===== config.mk =====
export PLATFORM = sky130hd
export DESIGN_NAME = collision_scheduler
export DESIGN_NICKNAME = d
export VERILOG_FILES = /design/src/rtl/collision_scheduler.sv
export SDC_FILE = /design/constraint.sdc
export NUM_CORES = 1
export LEC_CHECK = 0
export ABC_AREA = 1
export CORE_MARGIN = 2
export CORE_UTILIZATION = 45
export DETAILED_ROUTE_END_ITERATION = 7
export PLACE_DENSITY = 0.71
export SLEW_MARGIN = 30
export SYNTH_ARGS = -nofsm -noshare
export SYNTH_HDL_FRONTEND = slang
export SYNTH_SLANG_ARGS = --single-unit

===== constraint.sdc =====
create_clock -name clk -period 4.4 [get_ports clk]
set_input_delay 0.88 -clock clk [delete_from_list [all_inputs] [get_ports clk]]
set_output_delay 0.88 -clock clk [all_outputs]
set_load 0.005 [all_outputs]

===== src/rtl/collision_scheduler.sv =====
// collision_scheduler: walks 8 probe points around each fighter once per frame and folds tile-ROM hits into flags.
// Optional feature macro COLL_SCHED_EDGE_SOLID_EN: off-screen probes count as solid (screen edges act as walls).
module collision_scheduler #(
    parameter int TILE_SHIFT = 4,
    parameter int SCREEN_W   = 640,
    parameter int SCREEN_H   = 480
) (
    input  logic       clk,
    input  logic       reset_n,
    input  logic       frame_start,
    input  logic [9:0] p0_x,
    input  logic [9:0] p0_y,
    input  logic [9:0] p0_w,
    input  logic [9:0] p0_h,
    input  logic [9:0] p1_x,
    input  logic [9:0] p1_y,
    input  logic [9:0] p1_w,
    input  logic [9:0] p1_h,
    output logic [6:0] tile_x,
    output logic [6:0] tile_y,
    input  logic [5:0] tile_data,
    output logic [3:0] p0_coll,
    output logic [3:0] p1_coll,
    output logic       p0_grounded,
    output logic       p1_grounded,
    output logic       result_valid,
    output logic       busy,
    output logic       overrun,
    output logic [1:0] state_dbg
);

    // Handshake: frame_start is accepted only in IDLE; anything else sets the sticky
    // overrun flag. result_valid is a one-cycle pulse with the flags already stable.
    typedef enum logic [1:0] {ST_IDLE, ST_PROBE, ST_DRAIN, ST_DONE} state_t;

`ifdef COLL_SCHED_EDGE_SOLID_EN
    localparam logic EDGE_SOLID = 1'b1;
`else
    localparam logic EDGE_SOLID = 1'b0;
`endif
    localparam logic signed [10:0] SCR_W = 11'(SCREEN_W);
    localparam logic signed [10:0] SCR_H = 11'(SCREEN_H);

    state_t            state_q, state_d;
    logic [3:0]        k_q, k_d;
    logic [1:0][9:0]   gx_q, gx_d, gy_q, gy_d, gw_q, gw_d, gh_q, gh_d;
    logic [6:0]        tx_q, tx_d, ty_q, ty_d;
    logic [4:0]        m1_q, m1_d, m2_q, m2_d;   // {valid, player, side[1:0], oob}
    logic [1:0][3:0]   scratch_q, scratch_d;
    logic [3:0]        p0c_q, p0c_d, p1c_q, p1c_d;
    logic              rv_q, rv_d, ovr_q, ovr_d;

    logic [3:0]        nk;
    logic [9:0]        sx, sy, sw, sh;
    logic signed [10:0] ex, ey, ew, eh, px, py;
    logic              oob, solid, issue;
    logic [6:0]        tx_n, ty_n;

    // Geometry for the next probe: raw inputs when starting a pass, latched copy otherwise.
    always_comb begin
        nk = (state_q == ST_IDLE) ? 4'd0 : k_q + 4'd1;
        if (state_q == ST_IDLE) begin
            sx = p0_x;
            sy = p0_y;
            sw = p0_w;
            sh = p0_h;
        end else begin
            sx = gx_q[nk[3]];
            sy = gy_q[nk[3]];
            sw = gw_q[nk[3]];
            sh = gh_q[nk[3]];
        end
        ex = {1'b0, sx};
        ey = {1'b0, sy};
        ew = {1'b0, sw};
        eh = {1'b0, sh};
        case (nk[2:0])
            3'd0:    begin px = ex - 11'sd1;      py = ey + 11'sd1;      end
            3'd1:    begin px = ex - 11'sd1;      py = ey + eh - 11'sd2; end
            3'd2:    begin px = ex + ew;          py = ey + 11'sd1;      end
            3'd3:    begin px = ex + ew;          py = ey + eh - 11'sd2; end
            3'd4:    begin px = ex + 11'sd1;      py = ey - 11'sd1;      end
            3'd5:    begin px = ex + ew - 11'sd2; py = ey - 11'sd1;      end
            3'd6:    begin px = ex + 11'sd1;      py = ey + eh;          end
            default: begin px = ex + ew - 11'sd2; py = ey + eh;          end
        endcase
        oob  = px[10] | py[10] | (px >= SCR_W) | (py >= SCR_H);
        tx_n = 7'(px >> TILE_SHIFT);
        ty_n = 7'(py >> TILE_SHIFT);
    end

    assign solid = m2_q[0] ? EDGE_SOLID : (tile_data != 6'd0);

    always_comb begin
        state_d   = state_q;
        k_d       = k_q;
        gx_d      = gx_q;
        gy_d      = gy_q;
        gw_d      = gw_q;
        gh_d      = gh_q;
        tx_d      = '0;
        ty_d      = '0;
        m1_d      = '0;
        m2_d      = m1_q;
        scratch_d = scratch_q;
        p0c_d     = p0c_q;
        p1c_d     = p1c_q;
        rv_d      = 1'b0;
        ovr_d     = ovr_q | (frame_start & (state_q != ST_IDLE));
        issue     = 1'b0;

        // Side 0..3 (left,right,top,bottom) maps onto flag bit 3..0.
        if (m2_q[4] && solid) begin
            scratch_d[m2_q[3]][~m2_q[2:1]] = 1'b1;
        end

        case (state_q)
            ST_IDLE: begin
                if (frame_start) begin
                    gx_d      = {p1_x, p0_x};
                    gy_d      = {p1_y, p0_y};
                    gw_d      = {p1_w, p0_w};
                    gh_d      = {p1_h, p0_h};
                    k_d       = 4'd0;
                    scratch_d = '0;
                    issue     = 1'b1;
                    state_d   = ST_PROBE;
                end
            end
            ST_PROBE: begin
                if (k_q == 4'd15) begin
                    state_d = ST_DRAIN;
                end else begin
                    k_d   = k_q + 4'd1;
                    issue = 1'b1;
                end
            end
            ST_DRAIN: begin
                // scratch_d already holds the last probe's data, so DONE shows complete flags.
                p0c_d   = scratch_d[0];
                p1c_d   = scratch_d[1];
                rv_d    = 1'b1;
                state_d = ST_DONE;
            end
            ST_DONE: state_d = ST_IDLE;
            default: state_d = ST_IDLE;
        endcase

        if (issue) begin
            tx_d = oob ? 7'd0 : tx_n;
            ty_d = oob ? 7'd0 : ty_n;
            m1_d = {1'b1, nk[3], nk[2:1], oob};
        end
    end

    always_ff @(posedge clk or negedge reset_n) begin
        if (!reset_n) begin
            state_q   <= ST_IDLE;
            k_q       <= '0;
            gx_q      <= '0;
            gy_q      <= '0;
            gw_q      <= '0;
            gh_q      <= '0;
            tx_q      <= '0;
            ty_q      <= '0;
            m1_q      <= '0;
            m2_q      <= '0;
            scratch_q <= '0;
            p0c_q     <= '0;
            p1c_q     <= '0;
            rv_q      <= 1'b0;
            ovr_q     <= 1'b0;
        end else begin
            state_q   <= state_d;
            k_q       <= k_d;
            gx_q      <= gx_d;
            gy_q      <= gy_d;
            gw_q      <= gw_d;
            gh_q      <= gh_d;
            tx_q      <= tx_d;
            ty_q      <= ty_d;
            m1_q      <= m1_d;
            m2_q      <= m2_d;
            scratch_q <= scratch_d;
            p0c_q     <= p0c_d;
            p1c_q     <= p1c_d;
            rv_q      <= rv_d;
            ovr_q     <= ovr_d;
        end
    end

    assign tile_x       = tx_q;
    assign tile_y       = ty_q;
    assign p0_coll      = p0c_q;
    assign p1_coll      = p1c_q;
    assign p0_grounded  = p0c_q[0];
    assign p1_grounded  = p1c_q[0];
    assign result_valid = rv_q;
    assign busy         = (state_q != ST_IDLE);
    assign overrun      = ovr_q;
    assign state_dbg    = state_q;

endmodule

# == Word-level counts from Yosys, hierarchy flattened ==
# Cells that the tools add are included.
# classes
eq_ne,13
n_reduce_logical,17
order_cmp,7
n_bitwise,7
n_mux,38
addsub,9
# op_table
op,n
$mux 10,12
$pmux 11 s3,2
$mux 7,4
$mux 8,3
$add 10x1->11 const B,2
$add 10x10->11,2
$sub 10x1->11 const B,2
$sub 11x3->11 const B,2
$mux 4,4
$reduce_or 2->1,6
$ge 11x10->1 const B,1
$ge 11x11->1 const B,1
$eq 3x3->1 const B,3
$or 8x8->8,1
$pmux 2 s4,1
$pmux 4 s2,1
$eq 3x2->1 const B,2
$ne 2x2->1 const B,3
$reduce_bool 6->1,1
$mux 1,5
$mux 5,1
$add 4x1->4 const B,1
$demux 4 s1,1
$eq 2x2->1 const B,2
19 further kinds,28
# totals
out_inout_bits,29
reg_bits,128
inputBits,89
wordCells,111

# == Longest topological paths before layout ==
# depth
ltp_word,13
depth_mapped,33

# == Worst setup path before layout ==
# No wires, ideal clock.
# synth_timing
path_kind,reg2reg
startpoint,"reg state_q[0], in the netlist state_dbg[0]"
endpoint,"reg tx_q[1], in the netlist tile_x[1]"
path_slack_ns,0.060
arrival_ns,4.271
stages_incl_launch_ff,34
setup_time_ns,0.069
n_path_buf,5
period_less_slack_ns,4.340
cell_sequence,dfrtp_1 inv_1 ha_1 clkbuf_1 inv_1 buf_2 clkbuf_1 clkbuf_1 nor2_1 a31oi_1 ha_1 inv_1 fa_1 inv_1 nand3_1 nand2_1 nand2_1 nand2_1 nand2_1 nand2_1 a21oi_1 o21ai_0 xor2_1 inv_1 o21ai_0 a21oi_1 nor2_1 nand2_1 nand2_1 nand2_1 nor2_2 nand4_2 buf_6 nor2_2
# synth_between
elab_chain_cells,13
# synth_lines
element,line,source
from (decl),44,"state_t state_q, state_d;"
from (signal assigned),174,state_q <= state_d;
$logic_not 2->1,"61, 62, 117",
$mux 4,61,nk = (state_q == ST_IDLE) ? 4'd0 : k_q + 4'd1;
"$mux 10, on equally long branches (2 in a row)",n/a,
$mux 10,62,if (state_q == ST_IDLE) begin
"$add 10x10->11, on equally long branches",n/a,
"$sub 11x3->11, on equally long branches",n/a,
$pmux 11 s3,77,case (nk[2:0])
$ge 11x11->1 or $or 1x1->1 (tied branches),87,oob = px[10] | py[10] | (px >= SCR_W) | (py >= SCR_H);
$or 1x1->1 (2 in a row),87,
$mux 7,150,tx_d = oob ? 7'd0 : tx_n;
$mux 7 *,149,if (issue) begin
via tx_d[1],47,"logic [6:0] tx_q, tx_d, ty_q, ty_d;"
to (signal assigned),180,tx_q <= tx_d;
to (decl),47,
# The timed path passes the listed nets; every way through them passes the cells marked *. The select of a mux whose other input is x is not followed.
# A chain may end at the register's enable or synchronous reset.

# == Worst setup path after layout ==
# layout_timing
startpoint,reg k_q[0]
endpoint,"reg ty_q[4], in the netlist tile_y[4]"
# layout_between
elab_chain_cells,13
# layout_lines
element,line,source
from (decl),45,"logic [3:0] k_q, k_d;"
from (signal assigned),175,k_q <= k_d;
$add 4x1->4,61,
$mux 4,61,
"$mux 10, on equally long branches (2 in a row)",n/a,
$mux 10,62,
"$add 10x10->11, on equally long branches",n/a,
"$sub 11x3->11, on equally long branches",n/a,
$pmux 11 s3,77,
$ge 11x11->1 or $or 1x1->1 (tied branches),87,
$or 1x1->1 (2 in a row),87,
$mux 7,151,ty_d = oob ? 7'd0 : ty_n;
$mux 7 *,149,
via ty_d[4],47,
to (signal assigned),181,ty_q <= ty_d;
to (decl),47,
# Marks and branches as above.

==> results by stage <==
Clocking:
- The root buffer cell chosen for the clock tree is clkbuf_16.
- The clock passes through at most 2 buffers.
- The clock latency of the later-clocked register in the worst-skew pair is 430 ps.
- After clock tree synthesis, the clock-pin slew on the worst setup and hold paths is 60 ps.
- TritonCTS built the clock tree.
- The H-tree generated during clock tree synthesis spans 4 levels.
- After clock tree synthesis, the flow added hold-fix buffers numbering 0.
- CTS saw 128 sinks.
- The number of clock buffers added by TritonCTS is 17.

Yosys:
- The area share of the largest cell type after synthesis is 0.390.
- In the synthesized netlist the dominant register cell turns out to be dfrtp_1.
- Summing every instance area after synthesis gives 8220 µm².
- The share of the Yosys chip area taken by registers is 0.390.
- The count of flip-flops with a built-in enable after synthesis is 0.
- The post-synthesis instance total is around 1200.
- The number of warning messages in the yosys log is 0.
- Ranked by total cell area, the synthesized netlist is headed by dfrtp_1 39%, nand2_1 19%, ha_1 6.2%.
- In this run, distinct cell masters in the synthesized netlist total 44.
- Of all cell types, the one taking the most synthesized area is dfrtp_1.
- Synthesis inferred 128 register bits.
- For this run, asynchronously set or reset flops after synthesis account for 1.00.
- A synthesized cell averages 7.04 µm².

Routing:
- The via total after detailed routing is 7758.
- In this run the remaining antenna-violating nets after routing total 0.
- After detailed routing, the average wire length per cell comes to 13.4 µm.
- The number of detailed-route iterations in the first pass is 7.
- The detailed router finished its first iteration with 530 violations.
- In the routed design, unresolved DRC markers number 0.
- The average vias per placed instance is 5.04.
- The total wire length is 20.7 mm.

Global routing:
- The number of antenna violations at the first check in global routing is 0.
- The first global-routing pass estimated 34.9 mm of wire.
- For this run the aggregate overflow at the end of global routing stands at 0.
- The maximum number of pins on one net before global-route repair is 67.
- The via count of the first global-routing pass came to 7306.
- Across every metal layer, demand over resource in global routing totals 0.219.

Placement:
- The final estimated routing congestion in global placement is approximately 0.88.
- The detailed placer's ending HPWL is 15.1 mm.
- Buffers placed on the I/O ports in this run total 117.
- The placed standard-cell area is 9720 µm².

Finish:
- The top cell types in the final layout, fill and taps aside, are 422 x nand2_1, 128 x inv_1, 125 x dfrtp_1.
- The final net count is approximately 1400.
- Fill cells in the final layout number 1676.
- The library cell used most frequently in the layout, excluding fill and tap cells, is nand2_1.
- The number of diodes is 0.
- The fraction of layout instances using a drive strength above 1 is 0.102.
- The synthesis-to-layout area growth is 27.2%.
- Summing all non-filler instances in the final layout gives an area of 10500 µm².

Worst setup path:
- The largest fanout on the critical path is 10.
- The cell family contributing the most delay on the critical path is simple AND/OR/NAND/NOR gates.
- In this run the critical register-to-register path is launched from k_q[0].
- Across all register-to-register paths, the minimum setup slack is 360 ps.
- The critical path class is reg2reg.
- At the worst endpoint, the arrival time is around 4400 ps.
- The buffer and inverter count on the worst path is 4.
- For this design, the slowest cell found on the critical path is dfrtp_2.
- The end point of the critical path is tile_y[4].
- At the worst endpoint, the required time is 4750 ps.
- STA classifies the critical path startpoint as a register.
- The endpoint identified for the worst register-to-register timing path is tile_y[4].
- The most critical setup path has its startpoint at k_q[0].
- The logic depth of the worst setup path including buffers is 26.
- The worst register-to-register path has a depth of 26.
- Counting stages on the worst path, the most repeated cell is nand2_1.
- On the worst path, the slowest cell contributes a delay of 460 ps.
- The category of the worst setup path capture point is a register.

STA:
- At the pin with the least slew margin, the transition time is 815 ps.
- Timing would allow up to 0.247 GHz.
- The worst path in the final design needs a cycle of 4040 ps, including I/O delays and setup.
- The count of endpoints failing setup in the final report is 0.
- The worst hold slack after final layout is 346 ps.
- The final count of hold timing violations is 0.
- The worst clock skew on the final layout is 14.5 ps.
- The final-report max-slew violation count is 0.
- The share of the clock period used by the worst path after layout is 0.918.
- The remaining max-slew budget at the tightest pin is 0.457.

Pwr:
- For this design the ratio of total power to cell area is 956 nW/µm².
- Across the VDD grid, the largest voltage drop is between 300 and 400 µV.
- The static leakage power is around 5.4 nW.

Outcome:
- The run finished with clean final reports.

Run:
- The number of violations of the max-capacitance limit is 0.

Worst hold path:
- The min-delay analysis places its worst path in the category reg2reg.
- The number of cells on the worst hold path is 0.

Die:
- In this run the standard cell core region covers 18000 µm².
- The initial core utilization is 0.458.
- 118 I/O pins were placed.
- The chip width is 139 µm.
- In this run the core area contains between 40 and 50 standard-cell rows.
- The die extent in y is 139 µm.
- The floorplan step defined a die boundary enclosing 19400 µm².
[stage by stage]
step                      TNS [ps]  total power, W  worst slack, ps  cells   util
after floorplan                  0         0.00662             60.3   1170      -
after global placement        -399         0.00823            -41.2   1499  0.541
after detailed placement     -1220         0.00835             -128   1499  0.541
after CTS                        0         0.00989              124   1531  0.576
after global routing          -456          0.0111            -58.6   1539  0.582
final                            0          0.0100              359   1539  0.582
[worst min path at each step]
| stage | start | end | slack, ps |
|---|---|---|---|
| after floorplan | m1_q[0] | m2_q[0] | 330 |
| after global placement | m1_q[4] | m2_q[4] | 330 |
| after detailed placement | m1_q[4] | m2_q[4] | 330 |
| after CTS | m1_q[4] | m2_q[4] | 350 |
| after global routing | m1_q[4] | m2_q[4] | 350 |
| final | m1_q[4] | m2_q[4] | 350 |
[per-layer routing]
layer	track usage	wire, µm	up-vias
met5	0	0	-
met4	0.0595	242	0
met3	0.0380	1060	18
met2	0.348	9360	206
met1	0.310	10000	3573
li1	-	-	3961
[cell families (layout without fill, tap and decap cells)]
kind of cell | Yosys count | in the layout | synth area share
AO/OA/AOI/OAI | 157 | 157 | 0.109
XOR/XNOR | 12 | 12 | 0.0128
adder cells (fa/ha/maj) | 43 | 43 | 0.0673
buffers and inverters | 180 | 320 | 0.0865
flip-flops | 128 | 128 | 0.390
other | 1 | 3 | 0.000456
AND/OR/NAND/NOR | 647 | 647 | 0.334
[synthesized netlist by cell type, types with 11 or more instances]
| cell | number |
|---|---|
| nand2_1 | 423 |
| inv_1 | 130 |
| dfrtp_1 | 128 |
| nor2_1 | 82 |
| nand3_1 | 75 |
| o21ai_0 | 60 |
| ha_1 | 41 |
| a21oi_1 | 35 |
| clkbuf_1 | 27 |
| nand2_2 | 19 |
| a31oi_1 | 18 |
| nor2_2 | 16 |
| o21bai_1 | 11 |
| o22ai_1 | 11 |
[area by class of cell]
type	instances	area (µm²)	share of cell area
Clock buffer	21	470	0.0450
Multi-Input combinational cell	862	4360	0.417
Tap cell	229	287	0.0274
Inverter	137	519	0.0497
Sequential cell	128	3210	0.307
Clock inverter	11	153	0.0146
Timing Repair Buffer	151	1460	0.140
[flip-flops by register name, summed over array words and instances, names as in the netlist]
signal        count
gh_q             20
result_valid      1
gy_q             20
state_dbg         2
overrun           1
gx_q             20
tile_x            7
gw_q             20
p0_coll           4
scratch_q         8
k_q               4
m1_q              5
tile_y            7
p1_coll           4
m2_q              5
[report_power, final]
group	switching [W]	total [W]	internal, W
sequential	0.000248	0.00190	0.00165
clock	0.000551	0.00149	0.000941
combinational	0.00411	0.00661	0.00250
[timing repair]
| action | in CTS | in global routing |
|---|---|---|
| setup endpoints to repair | 0 | 12 |
| setup buffers | 0 | 8 |
| resized for setup | 0 | 15 |
No activity file was read; power rests on OpenSTA's default activity.
